<file path="src/rtl/fir_pkg.sv">
// Shared constants and FSM state type for the FIR filter output path.
package fir_pkg;
  localparam int unsigned SUM_W    = 32;
  localparam int unsigned SAMPLE_W = 16;
  localparam int unsigned Q_SHIFT  = 15;

  typedef enum logic [1:0] {
    IDLE,
    READ,
    WAIT,
    CAPTURE
  } fsm_state_e;
endpackage

</file>
<file path="src/rtl/fir_output_stage_if.sv">
// Valid/ready sample stream leaving the FIR output stage.
interface fir_output_stage_if
  import fir_pkg::*;
#(
  parameter int unsigned OUT_W = SAMPLE_W
);
  logic [OUT_W-1:0] out_data;
  logic             out_valid;
  logic             out_ready;

  modport master (output out_data, output out_valid, input out_ready);
  modport slave  (input out_data, input out_valid, output out_ready);
endinterface

</file>
<file path="src/rtl/fir_round_sat.sv">
// Combinational round-half-up, arithmetic shift and clamp of a signed sum.
module fir_round_sat
  import fir_pkg::*;
#(
  parameter int unsigned IN_W  = SUM_W,
  parameter int unsigned OUT_W = SAMPLE_W,
  parameter int unsigned SHIFT = Q_SHIFT
) (
  input  logic [IN_W-1:0]  sum_i,
  output logic [OUT_W-1:0] sample_o,
  output logic             sat_o
);
  localparam logic signed [IN_W:0] RND   = (IN_W+1)'(1) << (SHIFT - 1);
  localparam logic signed [IN_W:0] MAX_V = (IN_W+1)'((2 ** (OUT_W - 1)) - 1);
  localparam logic signed [IN_W:0] MIN_V = ~MAX_V;

  logic signed [IN_W:0] ext;
  logic signed [IN_W:0] rnd;
  logic signed [IN_W:0] shr;

  // One guard bit keeps the rounding add from overflowing at the positive limit.
  always_comb begin
    ext      = signed'({sum_i[IN_W-1], sum_i});
    rnd      = ext + RND;
    shr      = rnd >>> SHIFT;
    sat_o    = 1'b0;
    sample_o = shr[OUT_W-1:0];
    if (shr > MAX_V) begin
      sat_o    = 1'b1;
      sample_o = MAX_V[OUT_W-1:0];
    end else if (shr < MIN_V) begin
      sat_o    = 1'b1;
      sample_o = MIN_V[OUT_W-1:0];
    end
  end
endmodule

</file>
<file path="src/rtl/fir_output_stage.sv">
// Pops sums from the FIR core queue, scales/saturates them and streams samples
// through a 2-entry buffer while tracking saturation statistics.
module fir_output_stage
  import fir_pkg::*;
#(
  parameter int unsigned IN_W   = SUM_W,
  parameter int unsigned OUT_W  = SAMPLE_W,
  parameter int unsigned SHIFT  = Q_SHIFT,
  parameter int unsigned RD_LAT = 1
) (
  input  logic                clk2,
  input  logic                reset,
  input  logic                empty,
  input  logic [IN_W-1:0]     sum,
  output logic                read,
  fir_output_stage_if.master  out,
  output logic                sat_flag,
  output logic [15:0]         sat_count,
  input  logic                clear_stats
);
  fsm_state_e       state_q, state_d;
  logic [1:0]       wait_q, wait_d;
  logic [1:0]       occ_q, occ_d;
  logic [OUT_W-1:0] head_q, head_d;
  logic [OUT_W-1:0] tail_q, tail_d;
  logic             sat_flag_q, sat_flag_d;
  logic [15:0]      sat_count_q, sat_count_d;

  logic             capture;
  logic             push;
  logic             pop;
  logic             sat_ev;
  logic [OUT_W-1:0] sample;
  logic             sample_sat;

  fir_round_sat #(
    .IN_W (IN_W),
    .OUT_W(OUT_W),
    .SHIFT(SHIFT)
  ) u_round_sat (
    .sum_i   (sum),
    .sample_o(sample),
    .sat_o   (sample_sat)
  );

  // In IDLE nothing is in flight, so buffer occupancy alone bounds the next request.
  always_comb begin
    state_d = state_q;
    wait_d  = wait_q;
    read    = 1'b0;
    capture = 1'b0;
    unique case (state_q)
      IDLE: if (!empty && (occ_q < 2'd2)) state_d = READ;
      READ: begin
        read = 1'b1;
        if (RD_LAT == 1) begin
          state_d = CAPTURE;
        end else begin
          state_d = WAIT;
          wait_d  = 2'(RD_LAT - 2);
        end
      end
      WAIT: begin
        if (wait_q == 2'd0) state_d = CAPTURE;
        else                wait_d  = wait_q - 2'd1;
      end
      CAPTURE: begin
        capture = 1'b1;
        state_d = IDLE;
      end
      default: state_d = IDLE;
    endcase
  end

  // Head-at-slot-0 FIFO: a pop shifts the tail forward, a push fills the next free slot.
  always_comb begin
    push   = capture;
    pop    = (occ_q != 2'd0) && out.out_ready;
    head_d = head_q;
    tail_d = tail_q;
    occ_d  = occ_q;
    if (push && pop) begin
      if (occ_q == 2'd2) begin
        head_d = tail_q;
        tail_d = sample;
      end else begin
        head_d = sample;
      end
    end else if (push) begin
      if (occ_q == 2'd0) head_d = sample;
      else               tail_d = sample;
      occ_d = occ_q + 2'd1;
    end else if (pop) begin
      head_d = tail_q;
      occ_d  = occ_q - 2'd1;
    end
  end

  always_comb begin
    sat_ev      = capture && sample_sat;
    sat_flag_d  = sat_flag_q;
    sat_count_d = sat_count_q;
    if (clear_stats) begin
      sat_flag_d  = sat_ev;
      sat_count_d = {15'd0, sat_ev};
    end else if (sat_ev) begin
      sat_flag_d = 1'b1;
      if (sat_count_q != '1) sat_count_d = sat_count_q + 16'd1;
    end
  end

  always_ff @(posedge clk2 or negedge reset) begin
    if (!reset) begin
      state_q     <= IDLE;
      wait_q      <= '0;
      occ_q       <= '0;
      head_q      <= '0;
      tail_q      <= '0;
      sat_flag_q  <= 1'b0;
      sat_count_q <= '0;
    end else begin
      state_q     <= state_d;
      wait_q      <= wait_d;
      occ_q       <= occ_d;
      head_q      <= head_d;
      tail_q      <= tail_d;
      sat_flag_q  <= sat_flag_d;
      sat_count_q <= sat_count_d;
    end
  end

  assign out.out_valid = (occ_q != 2'd0);
  assign out.out_data  = head_q;
  assign sat_flag      = sat_flag_q;
  assign sat_count     = sat_count_q;
endmodule

</file>
<file path="src/flat_wrapper.sv">
// flat-port wrapper written by rule: the top's interface ports become plain ports
module fir_output_stage_flat import fir_pkg::*;
#(
  parameter int unsigned IN_W   = SUM_W,
  parameter int unsigned OUT_W  = SAMPLE_W,
  parameter int unsigned SHIFT  = Q_SHIFT,
  parameter int unsigned RD_LAT = 1
)
  (clk2, reset, empty, sum, read, sat_flag, sat_count, clear_stats, out_out_data, out_out_valid, out_out_ready);
  fir_output_stage_if #(.OUT_W(OUT_W)) out_i ();
  input  logic clk2;
  input  logic reset;
  input  logic empty;
  input  logic [IN_W-1:0] sum;
  output logic read;
  output logic sat_flag;
  output logic [15:0] sat_count;
  input  logic clear_stats;
  output wire logic [$bits(out_i.out_data)-1:0] out_out_data;
  output wire logic [$bits(out_i.out_valid)-1:0] out_out_valid;
  input wire logic [$bits(out_i.out_ready)-1:0] out_out_ready;
  assign out_out_data = out_i.out_data;
  assign out_out_valid = out_i.out_valid;
  assign out_i.out_ready = out_out_ready;
  fir_output_stage #(.IN_W(IN_W), .OUT_W(OUT_W), .SHIFT(SHIFT), .RD_LAT(RD_LAT)) u_core (.clk2(clk2), .reset(reset), .empty(empty), .sum(sum), .read(read), .out(out_i), .sat_flag(sat_flag), .sat_count(sat_count), .clear_stats(clear_stats));
endmodule
</file>
<file path="config.mk">
export PLATFORM = sky130hd
export DESIGN_NAME = fir_output_stage_flat
export DESIGN_NICKNAME = d
export VERILOG_FILES = /design/src/rtl/fir_pkg.sv /design/src/rtl/fir_output_stage_if.sv /design/src/rtl/fir_round_sat.sv /design/src/rtl/fir_output_stage.sv /design/src/flat_wrapper.sv
export SDC_FILE = /design/constraint.sdc
export NUM_CORES = 1
export LEC_CHECK = 0
export CELL_PAD_IN_SITES_DETAIL_PLACEMENT = 1
export CELL_PAD_IN_SITES_GLOBAL_PLACEMENT = 1
export CORE_AREA = 4 4 115 84
export DETAILED_ROUTE_END_ITERATION = 7
export DIE_AREA = 0 0 119 88
export PLACE_DENSITY = 0.85
export SYNTH_ARGS = -nofsm -noshare
export SYNTH_HDL_FRONTEND = slang
export SYNTH_SLANG_ARGS = --single-unit
</file>
<file path="constraint.sdc">
create_clock -name clk2 -period 3.4 [get_ports clk2]
set_input_delay 0.51 -clock clk2 [delete_from_list [all_inputs] [get_ports clk2]]
set_output_delay 0.51 -clock clk2 [all_outputs]
set_load 0.05 [all_outputs]
</file>
==> key figures <==
Clock network
  – Post CTS Setup Buffer Count: 0
  – Post-cts sizing count: 0
  – Worst-Skew Late Latency: 0.29 ns
  – Clock Sinks: 55
  – Max Root-Sink Buffers: 2
  – Max H-tree Level: 2
  – CTS hold repair buffers: 0
  – CTS tree: built
  – Cts bufs inserted: 5
  – Worst-path clk slew: 0.07 ns
  – Root buf cell: clkbuf_16

STA
  – Count of pins over their slew limit: 0
  – Final setup fails: 0
  – RSZ-0062 raised after global routing: false
  – Max Clock Skew: 0.00241 ns
  – Rel. slew slack: 0.430
  – Final hold violation count: 0
  – Slew at the pin with the worst max-slew slack: 0.854 ns
  – Final min period: 2.92 ns
  – Setup TNS Final: 0 ns
  – Top achievable clock speed: 343 MHz
  – Final WS setup: 0.484 ns
  – Final period utilization: 0.858
  – Hold Slack: 0.325 ns

Logic synthesis
  – #FFs+latches synth: 55
  – Async SR Flop Fraction: 1.00
  – Syn_nets: 421
  – Syn Inst Count: 375
  – Syn Area/Cell: 8.88 um^2
  – Yosys top cell area share: 0.414
  – Synth warnings: 0
  – Post-synthesis sequential area ratio: 0.414
  – Synth Flop Type: dfrtp_1
  – Biggest area consumer among synthesized cells: dfrtp_1
  – Post-synth cell types: 55
  – Post-Syn Area: 3330 um^2
  – Number of synthesized flops with an enable pin: 0
  – Synth top area cells: dfrtp_1 (41%), o21ai_0 (5.7%), nand2_1 (4.5%), a21oi_1 (3.5%), xnor2_1 (3.4%)

Cells and area
  – Layout cells sized above 1: 0.0639
  – Fillcell total: 1,009
  – Area of the multi-input gates: 1830 um^2
  – Layout Cells excl Fill: 558
  – Layout area overhead: 26.5%
  – Seq. cell area: 1380 um^2
  – Nets: 483
  – Diode count: 0

Critical path
  – CP max stage delay: 0.53 ns
  – Crit path buffers/inverters: 2
  – CP Cell Sequence: clkdlybuf4s50_1, ha_1, and4_1, and4_1, xnor3_1, o211ai_4, buf_4, or4_1, a21oi_1
  – Most frequent cell on the critical path: and4_1
  – Worst Path Max Fanout: 15
  – Slowest-stage cell, CP: clkdlybuf4s50_1
  – CP Data Arrival Time: 3.14 ns
  – Req. time, crit path: 3.62 ns
  – Delay-heaviest family, CP: simple AND/OR/NAND/NOR gates
  – Setup crit start kind: input pin
  – Critical Path End Type: flop
  – Critical path type: in -> reg

Placed design
  – Placed insts: 550
  – Port Buf Inserts: 57
  – Worst slack at placement: 0.200 ns
  – DP Wirelength: 7470 um
  – Placer Congestion: 0.912

Floorplan
  – Die area: 10,500 um^2
  – Total core area: 8440 um^2
  – Starting Density: 0.394
  – FP Rows: 28
  – IO Pins: 72
  – Die Y: 88 um
  – Die X: 119 um

Routing
  – Routed wire length per instance: 18.1 um
  – Vias per cell: 5.72
  – DRC: 0
  – Vias after detailed routing: 3,189
  – Routed Antenna Nets: 0
  – Drt pass-1 iters: 4
  – Total routed wirelength: 10,100 um
  – Initial DRC count: 227

Power and ir drop
  – VDD IR max: 0.304 mV
  – Combinational power share: 0.504
  – Sw power: 1.40 mW
  – Clock power share: 0.162
  – Leak: 1.66 nW
  – Internal Power: 1.72 mW
  – PD cells: 740 nW/um^2
  – Sequential share of power: 0.335
  – Sw Share: 0.448

Run
  – Max-Cap Viols: 0

Global route
  – Total Routing Usage GR: 0.202
  – Grt ovf: 0
  – First-pass GRT wire length: 17,200 um
  – Vias in the first global route: 3,393
  – Initial antenna violation count: 0
  – Largest net degree at the start of global routing: 39

Status
  – Status: finished, final reports clean

Worst hold path
  – Hold/Removal Path Class: in -> async
[synthesized netlist by cell type, drive strengths merged, types with 5 or more instances]
master	number
o31ai	9
dfrtp	55
nor2b	7
buf	5
a22oi	14
or3	11
a21oi	23
or4	5
inv	11
nand4	10
nand3	16
nor2	18
ha	9
nor3	9
o211ai	5
and4	6
xnor2	13
clkbuf	12
nand2	40
o21ai	49
[state kept, by name, summed over array words and instances, names as in the netlist]
name and cells:
u_core.occ_q 2, u_core.wait_q 2, u_core.out.out_data 16, u_core.tail_q 16
u_core.sat_count 16, u_core.state_q 2, u_core.sat_flag 1
[worst paths after layout]
path / start / endpoint / slack, ns / cells past startpoint
max: sum[15] / u_core.sat_count[5] / 0.48 / 9
min: reset / u_core.out.out_data[12] / 0.33 / 1
max reg2reg: u_core.state_q[0] / u_core.out.out_data[5] / 1.02 / 7
min reg2reg: u_core.tail_q[13] / u_core.tail_q[13] / 0.49 / 2
max in group asynchronous: reset / u_core.sat_count[11] / 2.30 / 2
min in group clk2: u_core.tail_q[13] / u_core.tail_q[13] / 0.49 / 2
[per-stage QoR]
| step | util | total power, mW | area, um^2 |
|---|---|---|---|
| after floorplan | - | 2.09 | 3330 |
| after global placement | 0.482 | 2.53 | 4070 |
| after global routing | 0.499 | 3.32 | 4210 |
| final | 0.499 | 3.12 | 4210 |
| after detailed placement | 0.482 | 2.63 | 4070 |
| after CTS | 0.499 | 3.14 | 4210 |
[layer usage]
layer  vias up  share of wire  global-route usage
met5         -              0                   0
li1       1516              -                   -
met3        10          0.044              0.0336
met4         0         0.0092              0.0442
met1      1586           0.44               0.260
met2        77           0.50               0.360
[kinds of logic (layout without fill, tap and decap cells)]
group | after synthesis | after routing | synth area share
mux | 7 | 7 | 0.0226
flops | 55 | 55 | 0.414
simple gates | 137 | 137 | 0.215
xor+xnor | 17 | 17 | 0.0489
compound gates | 122 | 122 | 0.229
buf+inv | 28 | 91 | 0.0376
fa+ha+maj | 9 | 9 | 0.0338
[area by class of cell]
type,instances,area share
Sequential cell,55,0.327
Multi-Input combinational cell,292,0.434
Clock inverter,1,0.00119
Timing Repair Buffer,72,0.161
Tap cell,120,0.0357
Inverter,11,0.00981
Clock buffer,7,0.0315
[placed cells by master, fill, tap and decap left out, types with 7 or more instances in the layout]
cell and instances:
a21oi_1 23, nand2_1 40, buf_4 15, nor3_1 8
or3_1 11, nor2_1 17, clkdlybuf4s50_1 56, xnor2_1 13
dfrtp_1 55, ha_1 9, inv_1 11, o31ai_1 9
nand3_1 16, o21ai_1 11, nor2b_1 7, nand4_1 10
a22oi_1 14, o21ai_0 38
[power groups by stage]
stage | Clock [mW] | Sequential [mW] | Combinational (mW)
final | 0.504 | 1.04 | 1.57
after global routing | 0.535 | 1.07 | 1.71
after CTS | 0.508 | 1.05 | 1.58
after detailed placement | 0 | 1.06 | 1.57
after global placement | 0 | 1.04 | 1.49
after floorplan | 0 | 1.36 | 0.732
No activity file was read; power rests on OpenSTA's default activity.
